<file path="src/rtl/serial_operand_feeder.sv">
// Upstream feeder for the bit-serial adder: takes one {A,B,P} set per valid/ready handshake and
// streams it LSB-first with first/last framing. Define SERIAL_FEEDER_SKID_EN for back-to-back words.
module serial_operand_feeder #(
  parameter int W = 16
) (
  input  logic         CLK_i,
  input  logic         rst_i,
  input  logic [W-1:0] A_i,
  input  logic [W-1:0] B_i,
  input  logic         P_i,
  input  logic         valid_i,
  output logic         ready_o,
  input  logic         stall_i,
  output logic         a_bit_o,
  output logic         b_bit_o,
  output logic         c_bit_o,
  output logic         bit_valid_o,
  output logic         first_o,
  output logic         last_o,
  output logic         busy_o
);

  localparam int CNT_W = $clog2(W) + 1;
  localparam logic [CNT_W-1:0] CNT_LAST = CNT_W'(W - 1);

  typedef enum logic {IDLE = 1'b0, SHIFT = 1'b1} state_t;

  state_t           state_r, state_s;
  logic [W-1:0]     a_sr_r, a_sr_s, b_sr_r, b_sr_s;
  logic             p_r, p_s;
  logic [CNT_W-1:0] cnt_r, cnt_s;
  logic             accept_s, consume_s, last_bit_s, boundary_s;

`ifdef SERIAL_FEEDER_SKID_EN
  logic [W-1:0] a_hold_r, a_hold_s, b_hold_r, b_hold_s;
  logic         p_hold_r, p_hold_s, hold_full_r, hold_full_s;
  logic         reload_s;

  assign ready_o  = !rst_i && !hold_full_r;
  assign reload_s = boundary_s && hold_full_r;
`else
  assign ready_o  = !rst_i && (state_r == IDLE);
`endif

  assign accept_s   = valid_i && ready_o;
  assign consume_s  = (state_r == SHIFT) && !stall_i;
  assign last_bit_s = (cnt_r == CNT_LAST);
  // Shift registers are free to take a new word next cycle
  assign boundary_s = (state_r == IDLE) || (consume_s && last_bit_s);

  // Next-state, shift and load decode
  always_comb begin
    state_s = state_r;
    a_sr_s  = a_sr_r;
    b_sr_s  = b_sr_r;
    p_s     = p_r;
    cnt_s   = cnt_r;
`ifdef SERIAL_FEEDER_SKID_EN
    if (reload_s) begin
      a_sr_s  = a_hold_r;
      b_sr_s  = b_hold_r;
      p_s     = p_hold_r;
      cnt_s   = '0;
      state_s = SHIFT;
    end else
`endif
    if (boundary_s && accept_s) begin
      a_sr_s  = A_i;
      b_sr_s  = B_i;
      p_s     = P_i;
      cnt_s   = '0;
      state_s = SHIFT;
    end else if (consume_s && last_bit_s) begin
      a_sr_s  = a_sr_r >> 1;
      b_sr_s  = b_sr_r >> 1;
      cnt_s   = '0;
      state_s = IDLE;
    end else if (consume_s) begin
      a_sr_s  = a_sr_r >> 1;
      b_sr_s  = b_sr_r >> 1;
      cnt_s   = cnt_r + CNT_W'(1);
      state_s = SHIFT;
    end else begin
      state_s = state_r;
    end
  end

  // State, shift registers and bit counter
  always_ff @(posedge CLK_i or posedge rst_i) begin
    if (rst_i) begin
      state_r <= IDLE;
      a_sr_r  <= '0;
      b_sr_r  <= '0;
      p_r     <= 1'b0;
      cnt_r   <= '0;
    end else begin
      state_r <= state_s;
      a_sr_r  <= a_sr_s;
      b_sr_r  <= b_sr_s;
      p_r     <= p_s;
      cnt_r   <= cnt_s;
    end
  end

`ifdef SERIAL_FEEDER_SKID_EN
  // Holding register: takes an accept the shift regs cannot, drained by reload
  always_comb begin
    a_hold_s    = a_hold_r;
    b_hold_s    = b_hold_r;
    p_hold_s    = p_hold_r;
    hold_full_s = hold_full_r;
    if (accept_s && !boundary_s) begin
      a_hold_s    = A_i;
      b_hold_s    = B_i;
      p_hold_s    = P_i;
      hold_full_s = 1'b1;
    end else if (reload_s) begin
      hold_full_s = 1'b0;
    end else begin
      hold_full_s = hold_full_r;
    end
  end

  // Holding register storage
  always_ff @(posedge CLK_i or posedge rst_i) begin
    if (rst_i) begin
      a_hold_r    <= '0;
      b_hold_r    <= '0;
      p_hold_r    <= 1'b0;
      hold_full_r <= 1'b0;
    end else begin
      a_hold_r    <= a_hold_s;
      b_hold_r    <= b_hold_s;
      p_hold_r    <= p_hold_s;
      hold_full_r <= hold_full_s;
    end
  end
`endif

  assign busy_o      = (state_r == SHIFT);
  assign bit_valid_o = busy_o;
  assign a_bit_o     = busy_o && a_sr_r[0];
  assign b_bit_o     = busy_o && b_sr_r[0];
  assign first_o     = busy_o && (cnt_r == '0);
  assign last_o      = busy_o && last_bit_s;
  assign c_bit_o     = first_o && p_r;

endmodule

</file>
<file path="config.mk">
export PLATFORM = sky130hd
export DESIGN_NAME = serial_operand_feeder
export DESIGN_NICKNAME = d
export VERILOG_FILES = /design/src/rtl/serial_operand_feeder.sv
export SDC_FILE = /design/constraint.sdc
export NUM_CORES = 1
export LEC_CHECK = 0
export BUFFER_PORTS_ARGS = -buffer_cell sky130_fd_sc_hd__buf_2
export CORE_ASPECT_RATIO = 1.5
export CORE_MARGIN = 4
export CORE_UTILIZATION = 50
export CTS_BUF_LIST = sky130_fd_sc_hd__clkbuf_4
export CTS_CLUSTER_DIAMETER = 200
export CTS_CLUSTER_SIZE = 10
export DETAILED_ROUTE_END_ITERATION = 7
export PLACE_DENSITY = 0.75
export SETUP_SLACK_MARGIN = 0.2
export SYNTH_ARGS = -nofsm -noshare
export SYNTH_HDL_FRONTEND = slang
export SYNTH_SLANG_ARGS = --single-unit
</file>
<file path="constraint.sdc">
create_clock -name CLK_i -period 3.8 [get_ports CLK_i]
set_clock_uncertainty 0.1 [all_clocks]
set_input_delay 0.19 -clock CLK_i [delete_from_list [all_inputs] [get_ports CLK_i]]
set_output_delay 0.19 -clock CLK_i [all_outputs]
set_load 0.02 [all_outputs]
</file>
==> Word level (Yosys, flattened, before mapping) <==
Cells that the tools add are included.
Widths: inputs -> output; s select.
{ "word_totals": {"register_bits": 39, "inputBits": 37, "output_inout_bits": 8, "elab_cells": 35} }
{ "op_classes": {"add_sub_neg": 1, "eq_ne": 1, "mux": 12, "n_bitwise": 1, "n_reduce_logical": 15} }
{ "op_table": {"columns": ["operator", "count"], "rows": [
  ["$mux 16", 6],
  ["$mux 5", 3],
  ["$logic_and 1x1->1", 10],
  ["$add 5x1->5 const B", 1],
  ["$eq 5x4->1 const B", 1],
  ["$logic_not 5->1", 1],
  ["$mux 1", 3],
  ["$reduce_bool 3->1", 1],
  ["$logic_not 1->1", 2],
  ["$logic_or 1x1->1", 1],
  ["$not 1->1", 1]
]} }

==> Logic depth before layout (Yosys ltp) <==
Gate-level depths: netlist (run 1).
{ "logic_depth": {"depth_word": 6, "mapped_depth": 6, "ltp_nobuf": 5} }

==> Worst setup path after synthesis (run 1) <==
Ideal clock, no wire load.
{ "synth_timing": {"path_type": "reg-to-output", "start": "register state_r, in the netlist bit_valid_o", "end": "output c_bit_o", "arrival_ns": 1.685, "t_required_ns": 3.510, "path_slack_ns": 1.825, "stages_incl_launch_ff": 5, "n_path_buf": 1, "path_cell_list": "dfrtp_1 buf_6 nand2_1 nor4_1 and2_1"} }
{ "synth_via": {"elab_chain_cells": 2} }
{ "synth_rtl": {"columns": ["item", "line_no", "text"], "rows": [
  ["start: declaration", "28", "state_t state_r, state_s;"],
  ["start signal: assignment", "97", "state_r <= state_s;"],
  ["$logic_and 1x1->1", "144", "assign first_o = busy_o && (cnt_r == '0);"],
  ["named net first_o", "18", "output logic first_o,"],
  ["$logic_and 1x1->1", "146", "assign c_bit_o = first_o && p_r;"],
  ["end: declaration", "16", "output logic c_bit_o,"]
]} }
The timed path passes the listed nets, and every way through them passes these cells.

==> Worst setup path in the final report (run 1) <==
{ "layout_timing": {"start": "register state_r, in the netlist bit_valid_o", "end": "register b_sr_r[13]"} }
{ "layout_via": {"elab_chain_cells": 5, "elab_cells_between_ends": 10, "cone_classes": "mux: 2; bitwise: 1; reduce/logical: 7"} }
{ "layout_rtl": {"columns": ["item", "line_no", "text"], "rows": [
  ["$logic_and 1x1->1 or $not 1->1 (tied branches)", "46, 42, 49", null],
  ["$logic_and 1x1->1, on equally long branches", "49, 73, 42", null],
  ["$logic_or 1x1->1 or $logic_and 1x1->1 (tied branches)", "49, 45", null],
  ["$logic_and 1x1->1", "67", "if (boundary_s && accept_s) begin"],
  ["$reduce_bool 3->1 (no source line) or $mux 16 (tied branches)", null, null],
  ["end signal: assignment", "99", "b_sr_r <= b_sr_s;"],
  ["end: declaration", "29", "logic [W-1:0] a_sr_r, a_sr_s, b_sr_r, b_sr_s;"]
]} }
Parallel ways exist; a longest one is shown, timed or not.
A chain may end at the register's enable or synchronous reset.

==> results.txt, run 1 <==
Area of the mapped netlist - 0.00184 mm^2
Num CTS Buffers - 5
Period utilization - 0.540
# resized after CTS - 0
Worst Path Max Fanout - 20
Required @ worst endpoint - 3880 ps
Startpoint Class - register
Top cells by count, synth - 39 x dfrtp_1, 33 x inv_1, 29 x a22oi_1, 24 x o21ai_0, 10 x o21ai_2
# Max-Cap Violations - 0
Clock network power share - 0.153
Post-synthesis async set-or-reset flop share - 1.00
Met3 wire len - 214 um
Synthesized flop and latch total - 39
Core ar. - 0.00348 mm^2
Worst Hold Class - input pin to register
Final Net Count - 291
Initial antenna violation count - 0
Via density - 5.22
Max layer used - met4
CP endpoint kind - register
Fmax - 0.487 GHz
EDFF count, synth - 0
Sequential fraction of the synthesis area - 0.531
Final-report setup violation count - 0
Initial Utilization - 0.528
Site row count - 26
Worst Slack Setup Final - 1750 ps
GPL Wtd Cong - 0.828
Filler cell count - 270
CTS tree - done
Switching Share - 0.381
Comb pwr share - 0.372
Fin Setup TNS - 0 ps
Layout cells sized above 1 - 0.273
Total gr overflow - 0
Clock sink count - 39
Largest net degree at the start of global routing - 32
Clk slew on worst S/H paths - 100 ps
Die X - 57.5 um
Clock Latency Late Sink - 330 ps
Vias in the first global route - 1472
# Post-CTS Setup Buffers - 0
WS Path Type - register to register
DRT iter0 DRCs - 55
DR WL/cell - 13.8 um
Total power - 1400 uW
Tmin final - 2050 ps
Netlist cell types - 25
Final Hold Viols - 0
CP arrival - 2140 ps
LEAKAGE - 0.00114 uW
Syn Inst Count - 179
Unrepaired setup endpoints after global routing - no
Worst Tran Pin Value - 903 ps
H-tree depth - 2
IO Count - 45
Number of routed nets with antenna violations - 0
Largest area contributor in the netlist - dfrtp_1
Sw power - 532 uW
Count of pins over their slew limit - 0
Yosys warns - 0
Maximum VDD drop - 0.388 mV
Total Routing Usage GR - 0.178
Root Buffer - clkbuf_4
Port Buffers - 44
Die H - 82.3 um
Synth area leaders - dfrtp_1 53%, a22oi_1 12%, inv_1 6.7%, o21ai_0 6.5%, o21ai_2 4.8%
DRT Wirelength - 4060 um
Die Footprint - 0.00473 mm^2
Antenna diodes - 0
Main synth FF type - dfrtp_1
Status - completed
Sequential Power Share - 0.475
Final HPWL from detailed placement - 2570 um
First-pass GRT wire length - 6490 um
WL met2 - 2080 um
Clock Path Buffers - 2
Synth top area share - 0.531
P&R area growth vs syn - 31.4%
Pwr Density - 577 mW/mm^2
Metal-1 WL - 1750 um
Syn_area_per_cell - 10.3 um^2
Syn nets - 218
Cell-internal power - 864 uW
Count leader, synth - dfrtp_1
Slew margin rel. - 0.397
Pre-CTS WS - 1790 ps
Via count - 1539
DR DRC count - 0
DR pass1 iterations - 4
power groups by stage:
stage          logic (uW)  registers, uW  clock network, uW
5_1_grt               577            679                249
3_5_place_dp          496            669                  0
4_1_cts               520            660                222
3_3_place_gp          487            663                  0
2_1_floorplan         426            643                  0
6_report              519            663                214
per-layer routing:
| layer | GRT usage | up-vias |
|---|---|---|
| met5 | 0 | - |
| met4 | 0.0487 | 0 |
| met3 | 0.0607 | 2 |
| met2 | 0.312 | 41 |
| met1 | 0.206 | 734 |
| li1 | - | 762 |
registers in the layout, summed over array words and instances (netlist names):
| name | cells |
|---|---|
| a_sr_r | 16 |
| b_sr_r | 16 |
| cnt_r | 5 |
| bit_valid_o | 1 |
| p_r | 1 |
timing repair:
action / CTS / global route
hold endpoints to repair: 46 / 3
hold buffers: 28 / 3
endpoints found under the setup margin: 0 / 0
worst paths after layout:
| kind | startpoint | end | slack [ps] | cells past startpoint |
|---|---|---|---|---|
| max | bit_valid_o$_DFFE_PP0P_ | b_sr_r[13]$_DFFE_PP0P_ | 1750 | 4 |
| min | B_i[9] | b_sr_r[9]$_DFFE_PP0P_ | 8 | 3 |
| max reg2reg | bit_valid_o$_DFFE_PP0P_ | b_sr_r[13]$_DFFE_PP0P_ | 1750 | 4 |
| min reg2reg | p_r$_DFFE_PP0N_ | p_r$_DFFE_PP0N_ | 380 | 2 |
| max in group asynchronous | rst_i | b_sr_r[13]$_DFFE_PP0P_ | 2390 | 4 |
| min in group asynchronous | rst_i | b_sr_r[15]$_DFFE_PP0P_ | 480 | 3 |
layout by cell type, fill, tap and decap left out, types with 2 or more instances in the layout:
cell type,n
inv_1,33
a22o_1,2
nor2_1,5
ha_1,2
nand2_1,7
buf_4,3
dlygate4sd3_1,31
nand3_1,4
a22oi_1,29
o21ai_0,24
o21ai_2,10
clkbuf_4,7
dfrtp_1,39
buf_2,44
stage by stage:
| stage | instance area, um^2 | instances | hold slack [ps] | utilization |
|---|---|---|---|---|
| CTS | 2390 | 292 | 0.629 | 0.686 |
| detailed placement | 2050 | 256 | 299 | 0.589 |
| global route | 2420 | 295 | -0.0425 | 0.694 |
| global placement | 2050 | 256 | 299 | 0.589 |
| finish | 2420 | 295 | 7.93 | 0.694 |
| floorplan | 1840 | 179 | 195 | - |
layout make-up:
type,instances,area [um^2],area share
clock buffers,7,52.6,0.0217
clock inverters,1,5.00,0.00207
flip-flops and latches,39,976,0.404
well taps,42,52.6,0.0217
inverters,33,124,0.0512
multi-input cells,95,654,0.271
repair buffers,78,553,0.229
critical path: stages, from the launching register on:
cell and delay (ps):
dfrtp_1 540, nor2b_2 630, buf_4 360, mux2i_1 200, o21ai_0 80
logic make-up after synthesis:
kind of cell / Yosys count / share of synthesized area
compound gates: 68 / 0.260
buf+inv: 45 / 0.115
mux: 1 / 0.00544
flops: 39 / 0.531
fa+ha+maj: 2 / 0.0136
simple gates: 23 / 0.0708
xor+xnor: 1 / 0.00476
No activity file was read; power rests on OpenSTA's default activity.
==> run 2, diff against run 1 <==
CORE_UTILIZATION = 49   (was 50)
PLACE_DENSITY = 0.77   (was 0.75)
clock period = 1.7 ns   (was 3.8 ns; I/O delays follow)
==> results.txt, run 2 (same netlist as run 1, synthesis figures left out) <==
Maximum VDD drop - 1.19 mV (was 0.388 mV)
Period utilization - 0.974
Layout cells sized above 1 - 0.469 (was 0.273)
Max incr delay on CP - 410 ps (was 630 ps)
Status - completed (unchanged)
Num CTS Buffers - 5 (unchanged)
Startpoint Class - register (unchanged)
Clk slew on worst S/H paths - 120 ps (was 100 ps)
Total gr overflow - 0 (unchanged)
Sw power - 1710 uW (was 532 uW)
Cell-internal power - 2750 uW (was 864 uW)
Worst Reg-to-Reg Cells - 5 (was 4)
Clock Path Buffers - 2 (unchanged)
Count of pins over their slew limit - 0 (unchanged)
Unrepaired setup endpoints after global routing - yes (was no)
Site row count - 27 (was 26)
CP endpoint kind - primary output (was register)
Via count - 1778 (was 1539)
Final Hold Viols - 0 (unchanged)
Filler cell count - 185 (was 270)
Final-report setup violation count - 0 (unchanged)
Worst Hold Class - input pin to register (unchanged)
Tmin final - 1660 ps
RR Endpoint - a_sr_r[12]$_DFFE_PP0P_ (was b_sr_r[13]$_DFFE_PP0P_)
Slowest-stage cell, CP - dfrtp_1 (was nor2b_2)
Switching Share - 0.384 (was 0.381)
Root Buffer - clkbuf_4 (unchanged)
Via density - 5.40 (was 5.22)
Final HPWL from detailed placement - 2810 um (was 2570 um)
Sequential Power Share - 0.340 (was 0.475)
DRT iter0 DRCs - 83 (was 55)
Initial Utilization - 0.504 (was 0.528)
Clock sink count - 39 (unchanged)
Worst Path Max Fanout - 2 (was 20)
WS Path Type - register to primary output (was register to register)
Die X - 58.0 um (was 57.5 um)
Worst Hold Path Cells - 4 (was 3)
Fmax - 0.604 GHz
Antenna diodes - 0 (unchanged)
Port Buffers - 44 (unchanged)
# Max-Cap Violations - 0 (unchanged)
Crit-path cells - inv_2 > ha_4 > nand2_4 > nor4_4 > and2_4 > buf_6 (was nor2b_2 > buf_4 > mux2i_1 > o21ai_0)
Clock Latency Late Sink - 350 ps (was 330 ps)
CTS tree - done (unchanged)
Required @ worst endpoint - 1510 ps (was 3880 ps)
Largest registers - a_sr_r (16), b_sr_r (16), cnt_r (5) (unchanged)
Total Routing Usage GR - 0.213 (was 0.178)
DR pass1 iterations - 5 (was 4)
DR WL/cell - 18.1 um (was 13.8 um)
Storage element area - 977 um^2 (was 976 um^2)
Die H - 83.0 um (was 82.3 um)
P&R area growth vs syn - 65.1% (was 31.4%)
Leading cell types in the layout, fill and taps excluded - 38 x dfrtp_1, 36 x buf_2, 35 x dlygate4sd3_1, 30 x inv_1, 30 x o21ai_2 (was 44 x buf_2, 39 x dfrtp_1, 33 x inv_1, 31 x dlygate4sd3_1, 29 x a22oi_1)
WHS Endpoint - bit_valid_o$_DFFE_PP0P_ (was b_sr_r[9]$_DFFE_PP0P_)
H-tree depth - 2 (unchanged)
Largest net degree at the start of global routing - 26 (was 32)
Pwr Density - 1470 mW/mm^2 (was 577 mW/mm^2)
R2R Path Start - bit_valid_o$_DFFE_PP0P_ (unchanged)
Multi-input gate area - 820 um^2 (was 654 um^2)
First-pass GRT wire length - 7820 um (was 6490 um)
Commonest non-fill, non-tap cell in the layout - dfrtp_1 (was buf_2)
Worst Tran Pin Value - 326 ps (was 903 ps)
Clock network power share - 0.137 (was 0.153)
Slew margin rel. - 0.783 (was 0.397)
Initial antenna violation count - 0 (unchanged)
Final Net Count - 324 (was 291)
Worst R2R Setup Slack - 120 ps (was 1750 ps)
CP arrival - 1470 ps (was 2140 ps)
Vias in the first global route - 1701 (was 1472)
Fin Setup TNS - 0 ps (unchanged)
Hold_sp - valid_i (was B_i[9])
DRT Wirelength - 5950 um (was 4060 um)
Die Footprint - 0.00482 mm^2 (was 0.00473 mm^2)
Core ar. - 0.00365 mm^2 (was 0.00348 mm^2)
Comb pwr share - 0.523 (was 0.372)
GPL Wtd Cong - 0.764 (was 0.828)
DR DRC count - 0 (unchanged)
LEAKAGE - 0.00139 uW (was 0.00114 uW)
Number of routed nets with antenna violations - 0 (unchanged)
Total power - 4470 uW (was 1400 uW)
IO Count - 45 (unchanged)
## run 2: cell count changes in the layout (fill, tap and decap cells not counted), moves of 3 or more
cell and change:
o21ai_2 +20, buf_12 +4, o21ai_0 -21, buf_6 +13, dlygate4sd3_1 +4, buf_2 -8, buf_4 +16, a22oi_1 -6
a22oi_2 +6, inv_1 -3
## run 2: layout make-up
class | count | area share
inverters | 33 | 0.0420
multi-input cells | 95 | 0.270
repair buffers | 111 | 0.323
clock buffers | 5 | 0.0124
well taps | 43 | 0.0177
flip-flops and latches | 39 | 0.322
clock inverters | 3 | 0.0128
## run 2: what timing repair did
item                                   CTS  global route
pin swaps                                2             6
endpoints found under the hold margin   73             0
setup buffers                           13             6
setup endpoints to repair               27            39
cloned                                   1             4
gates resized for setup                 13            58
hold buffers                            35             0
## run 2: power by group through the flow
stage,Combinational [uW],Clock [uW],Sequential [uW]
finish,2340,611,1520
global route,2510,657,1560
CTS,1770,614,1480
detailed placement,1290,0,1510
global placement,1250,0,1500
floorplan,1020,0,1450
## run 2: critical path: cells and delay by family (launching register included)
kind / cells / cell delay, ps
fa+ha+maj: 1 / 150
flops: 1 / 410
buf+inv: 2 / 190
simple gates: 3 / 380
## run 2: routing by layer
metal / up-vias / GRT usage / share of wire
li1: 823 / - / -
met1: 874 / 0.254 / 0.36
met2: 69 / 0.352 / 0.57
met3: 12 / 0.0498 / 0.048
met4: 0 / 0.103 / 0.017
met5: - / 0 / 0
## run 2: how the worst max path moves through the flow
stage / start / endpoint
after global placement: bit_valid_o$_DFFE_PP0P_ / b_sr_r[8]$_DFFE_PP0P_
after CTS: cnt_r[1]$_DFFE_PP0P_ / c_bit_o
after floorplan: bit_valid_o$_DFFE_PP0P_ / a_sr_r[10]$_DFFE_PP0P_
final: cnt_r[0]$_DFFE_PP0P_ / c_bit_o
after global routing: cnt_r[0]$_DFFE_PP0P_ / last_o
after detailed placement: bit_valid_o$_DFFE_PP0P_ / a_sr_r[7]$_DFFE_PP0P_
## run 2: metrics by stage
step / instances / hold WS [ps] / util / area [um^2] / setup slack (ps)
after global placement: 262 / 58.5 / 0.584 / 2130 / 159
after detailed placement: 262 / 61.9 / 0.584 / 2130 / 123
after floorplan: 179 / 90.4 / - / 1860 / 157
after CTS: 319 / 86.5 / 0.754 / 2750 / 55.6
after global routing: 329 / 200 / 0.832 / 3040 / -30.9
final: 329 / 218 / 0.832 / 3040 / 43.4
==> run 3, diff against run 2 <==
MAX_ROUTING_LAYER = met4   (was unset)
clock period = 1.5 ns   (was 1.7 ns; I/O delays follow)
==> results.txt, run 3 (same netlist as run 1, synthesis figures left out) <==
Status - finished, violations left (was completed)
Failing checks - setup timing
Clock Latency Late Sink - 350 ps (about the same)
Layout cells sized above 1 - 0.495 (was 0.469)
Maximum VDD drop - 1.31 mV (was 1.19 mV)
Vias in the first global route - 1982 (was 1701)
Post-route insts no fill - 333 (was 329)
Count of pins over their slew limit - 0 (unchanged)
Via count - 1861 (was 1778)
Multi-input gate area - 861 um^2 (was 820 um^2)
Slew margin rel. - 0.818 (was 0.783)
Final hold slack - 274 ps (was 218 ps)
Num CTS Buffers - 5 (unchanged)
Largest registers - a_sr_r (16), b_sr_r (16), cnt_r (5) (unchanged)
DR pass1 iterations - 4 (was 5)
Core ar. - 0.00365 mm^2 (unchanged)
Die Footprint - 0.00482 mm^2 (unchanged)
CTS tree - done (unchanged)
Startpoint Class - register (unchanged)
Worst Slack Setup Final - -198 ps (was 43.4 ps)
DRT Wirelength - 6610 um (was 5950 um)
Tmin final - 1700 ps
Clock sink count - 39 (unchanged)
Clock Path Buffers - 2 (unchanged)
Root Buffer - clkbuf_4 (unchanged)
Total Routing Usage GR - 0.269 (was 0.213)
Required @ worst endpoint - 1320 ps (was 1510 ps)
Die X - 58.0 um (unchanged)
Final Hold Viols - 0 (unchanged)
Final HPWL from detailed placement - 2770 um (was 2810 um)
CP top delay family - flip-flops (unchanged)
Port Buffers - 44 (unchanged)
Worst Hold Class - input pin to register (unchanged)
Leading cell types in the layout, fill and taps excluded - 38 x dfrtp_1, 36 x buf_2, 35 x dlygate4sd3_1, 30 x o21ai_2, 30 x inv_1 (was 38 x dfrtp_1, 36 x buf_2, 35 x dlygate4sd3_1, 30 x inv_1, 30 x o21ai_2)
DRT iter0 DRCs - 129 (was 83)
Crit-path cells - inv_2 > ha_4 > nand2_4 > nor4_4 > and2_1 > buf_6 (was inv_2 > ha_4 > nand2_4 > nor4_4 > and2_4 > buf_6)
Pwr Density - 1670 mW/mm^2 (was 1470 mW/mm^2)
Fmax - 0.589 GHz
Post-Place Cells - 267 (was 262)
CP endpoint kind - primary output (unchanged)
WS Path Type - register to primary output (unchanged)
Worst Path Max Fanout - 3 (was 2)
Site row count - 27 (unchanged)
Slowest-stage cell, CP - dfrtp_1 (unchanged)
GPL Wtd Cong - 0.803 (was 0.764)
Commonest non-fill, non-tap cell in the layout - dfrtp_1 (unchanged)
P&R area growth vs syn - 75.0% (was 65.1%)
# Max-Cap Violations - 0 (unchanged)
Period utilization - 1.13
DR WL/cell - 19.8 um (was 18.1 um)
H-tree depth - 2 (unchanged)
Max incr delay on CP - 450 ps (was 410 ps)
Initial antenna violation count - 0 (unchanged)
CP arrival - 1520 ps (was 1470 ps)
Unrepaired setup endpoints after global routing - yes (unchanged)
Die H - 83.0 um (unchanged)
Largest net degree at the start of global routing - 21 (was 26)
Total gr overflow - 0 (unchanged)
DR DRC count - 0 (unchanged)
Final-report setup violation count - 45 (was 0)
WP buf/inv - 2 (unchanged)
LEAKAGE - 0.00147 uW (was 0.00139 uW)
Clk slew on worst S/H paths - 110 ps (was 120 ps)
Storage element area - 977 um^2 (unchanged)
Number of routed nets with antenna violations - 0 (unchanged)
Worst Tran Pin Value - 274 ps (was 326 ps)
Via density - 5.59 (was 5.40)
Filler cell count - 144 (was 185)
First-pass GRT wire length - 9660 um (was 7820 um)
IO Count - 45 (unchanged)
Final Net Count - 327 (was 324)
Initial Utilization - 0.504 (unchanged)
==> run 3: cell count changes in the layout (fill, tap and decap cells not counted), moves of 3 or more <==
cell and change:
buf_16 +3, o21ai_0 -3, buf_12 +4, buf_4 -5, nand2_1 -3
==> run 3: area by class of cell <==
cell class,instances,area share
multi-input combinational,95,0.267
timing repair buffer,114,0.349
clock inverter,3,0.0120
antenna,1,0.000777
inverter,33,0.0393
tap,43,0.0167
clock buffer,5,0.0117
sequential,39,0.304
==> run 3: what timing repair did <==
action                     4_1_cts  5_1_grt
setup buffers                   14        3
cloned                           5        0
resized for setup               59       23
pin swaps                        7        2
setup endpoints to repair       45       47
hold buffers                    35        0
hold endpoints to repair        73        0
==> run 3: worst reg2reg max path, delay by kind of cell, from the launching register on <==
family	cells	cell delay, ps
and+or+nand+nor	1	400
buffers and inverters	4	440
DFF	1	430
AOI/OAI and AO/OA	2	150
==> run 3: where the power goes <==
part / leakage, uW / internal (uW) / switching [uW]
clock network: 0.0000426 / 343 / 364
registers: 0.000513 / 1430 / 307
logic: 0.000919 / 1540 / 1400
==> run 3: per-stage QoR <==
stage	power [uW]	TNS [ps]	utilization	instance area (um^2)	setup slack [ps]
detailed placement	3300	0	0.605	2210	77.1
global route	5640	-6060	0.882	3220	-266
CTS	4940	-2300	0.848	3100	-160
global placement	3240	0	0.605	2210	106
floorplan	2810	-722	-	1860	-42.5
finish	5380	-4170	0.882	3220	-198
==> run 3: final timing paths <==
| path | startpoint | to | slack, ps | depth (start not counted) |
|---|---|---|---|---|
| max in group asynchronous | rst_i | bit_valid_o$_DFFE_PP0P_ | 740 | 4 |
| setup / recovery | cnt_r[1]$_DFFE_PP0P_ | c_bit_o | -200 | 6 |
| setup reg to reg | bit_valid_o$_DFFE_PP0P_ | b_sr_r[0]$_DFFE_PP0P_ | -140 | 7 |
| hold reg to reg | p_r$_DFFE_PP0N_ | p_r$_DFFE_PP0N_ | 400 | 2 |
| hold / removal | rst_i | bit_valid_o$_DFFE_PP0P_ | 270 | 5 |
| min in group asynchronous | rst_i | b_sr_r[11]$_DFFE_PP0P_ | 320 | 4 |
==> run 3: per-layer routing <==
metal  vias up  track usage  part of all wire
li1        835            -                 -
met1       937        0.304              0.39
met2        70        0.454              0.55
met3        19       0.0575             0.044
met4         0        0.103             0.021
met5         -            -                 0
